===== src/rtl/pio_gpio_ext.sv =====
// pio_gpio_ext: Avalon-MM GPIO slave with per-bit direction, atomic set/clear and a two-flop input synchroniser.
// Define PIO_GPIO_EXT_EDGE_IRQ_EN to build edge capture, the IRQMASK/EDGECAP registers and irq.
module pio_gpio_ext #(
    parameter int unsigned      WIDTH       = 8,
    parameter logic [WIDTH-1:0] RESET_VALUE = '0,
    parameter logic [WIDTH-1:0] DIR_RESET   = '1,
    parameter int unsigned      EDGE_TYPE   = 0
) (
    input  logic             clk,
    input  logic             reset_n,
    input  logic [2:0]       address,
    input  logic             chipselect,
    input  logic             write_n,
    input  logic [WIDTH-1:0] writedata,
    output logic [WIDTH-1:0] readdata,
    input  logic [WIDTH-1:0] in_port,
    output logic [WIDTH-1:0] out_port,
    output logic [WIDTH-1:0] oe,
    output logic             irq
);

    localparam logic [2:0] ADDR_DATA   = 3'd0;
    localparam logic [2:0] ADDR_DIR    = 3'd1;
    localparam logic [2:0] ADDR_OUTSET = 3'd4;
    localparam logic [2:0] ADDR_OUTCLR = 3'd5;

    // EDGE_TYPE: 0 rising, 1 falling, anything else both edges.
    function automatic logic [WIDTH-1:0] edge_detect(input logic [WIDTH-1:0] cur,
                                                     input logic [WIDTH-1:0] prev);
        case (EDGE_TYPE)
            0:       return cur & ~prev;
            1:       return ~cur & prev;
            default: return cur ^ prev;
        endcase
    endfunction

    logic             wr;
    logic [WIDTH-1:0] data_out_q;
    logic [WIDTH-1:0] data_out_d;
    logic [WIDTH-1:0] dir_q;
    logic [WIDTH-1:0] dir_d;
    logic [WIDTH-1:0] in_meta_q;
    logic [WIDTH-1:0] in_sync_q;
    logic [WIDTH-1:0] pin_view;

    assign wr       = chipselect & ~write_n;
    assign pin_view = (dir_q & data_out_q) | (~dir_q & in_sync_q);

    always_comb begin
        data_out_d = data_out_q;
        if (wr) begin
            case (address)
                ADDR_DATA:   data_out_d = writedata;
                ADDR_OUTSET: data_out_d = data_out_q | writedata;
                ADDR_OUTCLR: data_out_d = data_out_q & ~writedata;
                default:     data_out_d = data_out_q;
            endcase
        end
    end

    always_comb begin
        dir_d = dir_q;
        if (wr && address == ADDR_DIR) begin
            dir_d = writedata;
        end
    end

    always_ff @(posedge clk or negedge reset_n) begin
        if (!reset_n) begin
            data_out_q <= RESET_VALUE;
            dir_q      <= DIR_RESET;
            in_meta_q  <= '0;
            in_sync_q  <= '0;
        end else begin
            data_out_q <= data_out_d;
            dir_q      <= dir_d;
            in_meta_q  <= in_port;
            in_sync_q  <= in_meta_q;
        end
    end

    assign out_port = data_out_q;
    assign oe       = dir_q;

`ifdef PIO_GPIO_EXT_EDGE_IRQ_EN
    localparam logic [2:0] ADDR_IRQMASK = 3'd2;
    localparam logic [2:0] ADDR_EDGECAP = 3'd3;

    logic [WIDTH-1:0] in_prev_q;
    logic [WIDTH-1:0] irqmask_q;
    logic [WIDTH-1:0] irqmask_d;
    logic [WIDTH-1:0] edgecap_q;
    logic [WIDTH-1:0] edgecap_d;
    logic [WIDTH-1:0] edge_det;
    logic [WIDTH-1:0] cap_clr;

    // A fresh edge overrides a write-1-to-clear landing on the same bit.
    assign edge_det  = edge_detect(in_sync_q, in_prev_q);
    assign cap_clr   = (wr && address == ADDR_EDGECAP) ? writedata : '0;
    assign edgecap_d = edge_det | (edgecap_q & ~cap_clr);
    assign irqmask_d = (wr && address == ADDR_IRQMASK) ? writedata : irqmask_q;

    always_ff @(posedge clk or negedge reset_n) begin
        if (!reset_n) begin
            in_prev_q <= '0;
            irqmask_q <= '0;
            edgecap_q <= '0;
        end else begin
            in_prev_q <= in_sync_q;
            irqmask_q <= irqmask_d;
            edgecap_q <= edgecap_d;
        end
    end

    assign irq = |(edgecap_q & irqmask_q);
`else
    assign irq = 1'b0;
`endif

    always_comb begin
        readdata = '0;
        case (address)
            ADDR_DATA:    readdata = pin_view;
            ADDR_DIR:     readdata = dir_q;
`ifdef PIO_GPIO_EXT_EDGE_IRQ_EN
            ADDR_IRQMASK: readdata = irqmask_q;
            ADDR_EDGECAP: readdata = edgecap_q;
`endif
            default:      readdata = '0;
        endcase
    end

endmodule


===== config.mk =====
export PLATFORM = sky130hd
export DESIGN_NAME = pio_gpio_ext
export DESIGN_NICKNAME = d
export VERILOG_FILES = /design/src/rtl/pio_gpio_ext.sv
export SDC_FILE = /design/constraint.sdc
export NUM_CORES = 1
export LEC_CHECK = 0
export ABC_CLOCK_PERIOD_IN_PS = 1160
export CELL_PAD_IN_SITES_DETAIL_PLACEMENT = 1
export CELL_PAD_IN_SITES_GLOBAL_PLACEMENT = 2
export CORE_MARGIN = 5
export CORE_UTILIZATION = 27
export CTS_CLUSTER_SIZE = 16
export DETAILED_ROUTE_END_ITERATION = 8
export PLACE_DENSITY = 0.81
export SLEW_MARGIN = 20
export SYNTH_ARGS = -nofsm -noshare
export SYNTH_HDL_FRONTEND = slang
export SYNTH_SLANG_ARGS = --single-unit

===== constraint.sdc =====
create_clock -name clk -period 1.16 [get_ports clk]
set_input_delay 0.174 -clock clk [delete_from_list [all_inputs] [get_ports clk]]
set_output_delay 0.174 -clock clk [all_outputs]
set_load 0.02 [all_outputs]

==> impl_metrics.prom <==
# TYPE chip_impl_metric gauge
chip_impl_info{name="outcome",value="finished with violations"} 1
chip_impl_info{name="violated_checks",value="negative setup slack"} 1
chip_impl_metric{name="postRouteAntennaNets",unit=""} 0
chip_impl_metric{name="p_per_area",unit="nW/um^2"} 1465
chip_impl_metric{name="detailroute.via_count",unit=""} 1199
chip_impl_metric{name="post_synth_num_cell_types",unit=""} 19
chip_impl_metric{name="final_net_count",unit=""} 213
chip_impl_metric{name="placed_cells",unit=""} 232
chip_impl_metric{name="starting_utilization_of_the_core_area",unit="%"} 27.71
chip_impl_info{name="critical_path.most_common_cell",value="sky130_fd_sc_hd__buf_6"} 1
chip_impl_metric{name="grt_pass1_vias",unit=""} 1387
chip_impl_metric{name="dpl_cell_area",unit="um^2"} 2127
chip_impl_metric{name="final-hold-violation-count",unit=""} 0
chip_impl_info{name="setup.worst_path.start_class",value="flip-flop"} 1
chip_impl_metric{name="grt_start_max_net_pins",unit=""} 33
chip_impl_info{name="timing.critical_path.max_delay_family",value="flip-flops"} 1
chip_impl_metric{name="power.switching_fraction",unit="%"} 29.21
chip_impl_metric{name="dp_slack",unit="ps"} -954.0
chip_impl_metric{name="final_max_slew_viol_count",unit=""} 0
chip_impl_metric{name="timing.critical_path.arrival",unit="ps"} 1230
chip_impl_metric{name="portBuffers",unit=""} 46
chip_impl_metric{name="share_clk_of_total_power",unit="%"} 25.6
chip_impl_metric{name="power.combinational.fraction",unit="%"} 34.4
chip_impl_metric{name="final_util",unit="%"} 51.17
chip_impl_info{name="min_path_type",value="input pin to async pin"} 1
chip_impl_metric{name="final.fill_count",unit=""} 482
chip_impl_metric{name="drt_first_pass_iters",unit=""} 4
chip_impl_metric{name="finalClockSkew",unit="ps"} 0.2218
chip_impl_metric{name="final.setup.worst_slack",unit="ps"} -242.5
chip_impl_metric{name="htree_num_levels",unit=""} 2
chip_impl_metric{name="area_growth_syn_to_layout",unit="%"} 84.70
chip_impl_info{name="critical-path-slowest-cell",value="sky130_fd_sc_hd__dfstp_2"} 1
chip_impl_metric{name="floorplan.core_area",unit="um^2"} 4692
chip_impl_info{name="critical_path.cell_chain",value="buf_6, nor2_4, nand2_2, a21oi_4, buf_6"} 1
chip_impl_metric{name="yosysWarningCount",unit=""} 0
chip_impl_info{name="criticalPathCategory",value="flip-flop to output pin"} 1
chip_impl_metric{name="antennaDiodeCount",unit=""} 0
chip_impl_metric{name="min_period_over_period",unit="%"} 120.9
chip_impl_info{name="rsz0062_at_grt",value="true"} 1
chip_impl_metric{name="internal_power",unit="uW"} 2491
chip_impl_metric{name="netlist_area",unit="um^2"} 1300
chip_impl_metric{name="setup_violations",unit=""} 16
chip_impl_metric{name="wl_per_cell",unit="um"} 17.49
chip_impl_metric{name="cellLeakagePower",unit="uW"} 0.001031
chip_impl_metric{name="syn_nets",unit=""} 133
chip_impl_info{name="tritoncts_clock_tree",value="built"} 1
chip_impl_metric{name="clkSinkCount",unit=""} 32
chip_impl_metric{name="route.final.wire_length",unit="mm"} 4.267
chip_impl_metric{name="power.net_switching",unit="uW"} 1028
chip_impl_info{name="most_frequent_standard_cell_in_the_layout_excluding_fill_and_tap_cells",value="sky130_fd_sc_hd__buf_6"} 1
chip_impl_metric{name="gp_congestion",unit=""} 0.7630
chip_impl_metric{name="grt_pass1_wl",unit="mm"} 7.141
chip_impl_metric{name="cp_num_buf_inv",unit=""} 2
chip_impl_metric{name="worst-endpoint-required",unit="ps"} 990
chip_impl_info{name="mostFrequentLayoutCells",value="sky130_fd_sc_hd__buf_6, sky130_fd_sc_hd__dfrtp_1, sky130_fd_sc_hd__buf_4"} 1
chip_impl_metric{name="remaining_drc_errors",unit=""} 0
chip_impl_metric{name="postSynthAreaPerCell",unit="um^2"} 11.82
chip_impl_metric{name="vdd_ir_drop_max",unit="V"} 0.0006944
chip_impl_info{name="end_kind",value="output pin"} 1
chip_impl_metric{name="drt_via_density",unit=""} 4.914
chip_impl_metric{name="clk-insertion-delay-late",unit="ps"} 270
chip_impl_metric{name="worst-path-max-fanout",unit=""} 3
chip_impl_metric{name="max_stage_delay",unit="ps"} 540
chip_impl_metric{name="tritoncts.num_buffers",unit=""} 5
chip_impl_metric{name="fmax",unit="MHz"} 713.0
chip_impl_metric{name="ys_seq_elements",unit=""} 32
chip_impl_metric{name="antenna_found_initial",unit=""} 0
chip_impl_metric{name="drv.max_cap_violation_count",unit=""} 0
chip_impl_metric{name="clock_tree.buffer_depth",unit=""} 2
chip_impl_metric{name="gr-usage-all-layers",unit="%"} 14.88
chip_impl_metric{name="rows",unit=""} 25
chip_impl_metric{name="drt_iter0_drc",unit=""} 54
chip_impl_metric{name="layout_min_cycle_time",unit="ps"} 1403
chip_impl_info{name="clk_root_buf",value="sky130_fd_sc_hd__clkbuf_8"} 1
chip_impl_metric{name="post_route_cells_drive_above_1_share",unit="%"} 54.74
chip_impl_metric{name="floorplan.die_area",unit="um^2"} 6303
chip_impl_metric{name="synthesis.instances",unit=""} 110
chip_impl_metric{name="layoutNonFillerInstCount",unit=""} 244
chip_impl_metric{name="power_frac_seq",unit="%"} 40.0
chip_impl_metric{name="total_grt_overflow",unit=""} 0
chip_impl_metric{name="io-pin-count",unit=""} 48
chip_impl_metric{name="clkSlewWorstSetupHoldPaths",unit="ps"} 60
chip_impl_metric{name="floorplan.die.height",unit="um"} 79.39
chip_impl_metric{name="layout.cell_area.non_filler",unit="um^2"} 2401
chip_impl_metric{name="hpwl_after_detailed_placement",unit="mm"} 2.901
chip_impl_metric{name="ys_seq_area_share",unit="%"} 62.37
chip_impl_metric{name="die_x",unit="um"} 79.39
## registers in the layout, summed over array words and instances (netlist names)
register / count
in_meta_q: 8
in_sync_q: 8
out_port: 8
oe: 8
## cells by family (layout without fill, tap and decap cells)
logic type / after synthesis / in the layout / synth area share, %
flip-flops: 32 / 32 / 62.37
AO/OA/AOI/OAI: 25 / 25 / 12.99
other: 1 / 1 / 0.2885
multiplexers: 8 / 8 / 6.930
AND/OR/NAND/NOR: 36 / 36 / 14.53
buffers and inverters: 8 / 88 / 2.887
## per-layer routing
| metal | wire [um] | GRT usage (%) | vias up |
|---|---|---|---|
| met5 | 0 | 0 | - |
| met4 | 47 | 3.608 | 0 |
| met3 | 243 | 4.289 | 5 |
| met2 | 2309 | 27.02 | 32 |
| met1 | 1666 | 17.13 | 621 |
| li1 | - | - | 541 |
## final cells by class
cell class	count	area (um^2)	share of cell area [%]
Clock buffer	7	96.34	4.013
Inverter	1	3.754	0.1563
Multi-Input combinational cell	70	591.8	24.65
Sequential cell	32	810.8	33.77
Tap cell	54	67.56	2.814
Timing Repair Buffer	80	830.8	34.60
## per-stage QoR
| stage | hold slack, ps | total power [uW] | TNS (ps) |
|---|---|---|---|
| after floorplan | -121.6 | 1847 | 0 |
| after global placement | 333.6 | 2388 | -19030 |
| after detailed placement | 336.3 | 2438 | -19720 |
| after CTS | 268.4 | 3420 | -2813 |
| after global routing | 281.7 | 3701 | -3014 |
| final | 256.7 | 3518 | -2287 |
## power by group through the flow
| stage | combinational, uW | sequential (uW) | clock (uW) |
|---|---|---|---|
| after floorplan | 330 | 1520 | 0 |
| after global placement | 1010 | 1380 | 0 |
| after detailed placement | 1050 | 1390 | 0 |
| after CTS | 1100 | 1400 | 926 |
| after global routing | 1300 | 1430 | 976 |
| final | 1210 | 1410 | 902 |
## repair_timing
item | in CTS | in global routing
endpoints found under the setup margin | 40 | 39
setup buffers | 2 | 8
resized for setup | 150 | 41
cloned | 1 | 0
endpoints found under the hold margin | 0 | 0
hold buffers | 0 | 0
pin swaps | 17 | 12
## cell usage after synthesis (all sizes together)
| master | instances | area [um^2] |
|---|---|---|
| dfrtp | 24 | 600.6 |
| nand2 | 16 | 60.06 |
| o21ai | 9 | 48.80 |
| a21oi | 8 | 40.04 |
| a221o | 8 | 80.08 |
| and3 | 8 | 50.05 |
| dfstp | 8 | 210.2 |
| mux2 | 8 | 90.09 |
| nor2 | 8 | 30.03 |
| buf | 4 | 22.52 |
| clkbuf | 3 | 11.26 |
| conb | 1 | 3.750 |
| inv | 1 | 3.750 |
| nand3 | 1 | 17.52 |
| nor2b | 1 | 6.260 |
| nor3b | 1 | 18.77 |
| or2 | 1 | 6.260 |
## worst register-to-register path, delay by kind of cell (launching register included)
family	cells	cell delay [ps]
DFF	1	400
and+or+nand+nor	1	170
buffers and inverters	1	140
AOI/OAI and AO/OA	1	260
## worst paths after layout
check / from / to / slack (ps) / depth (start not counted)
max in group asynchronous: reset_n / oe[4] / 660 / 2
min: reset_n / in_meta_q[1] / 260 / 2
min reg2reg: in_meta_q[0] / in_sync_q[0] / 350 / 0
max: oe[7] / readdata[7] / -240 / 5
max reg2reg: out_port[6] / out_port[6] / 80 / 3
min in group clk: in_port[0] / in_meta_q[0] / 340 / 1
(Power assumes the default switching activity.)
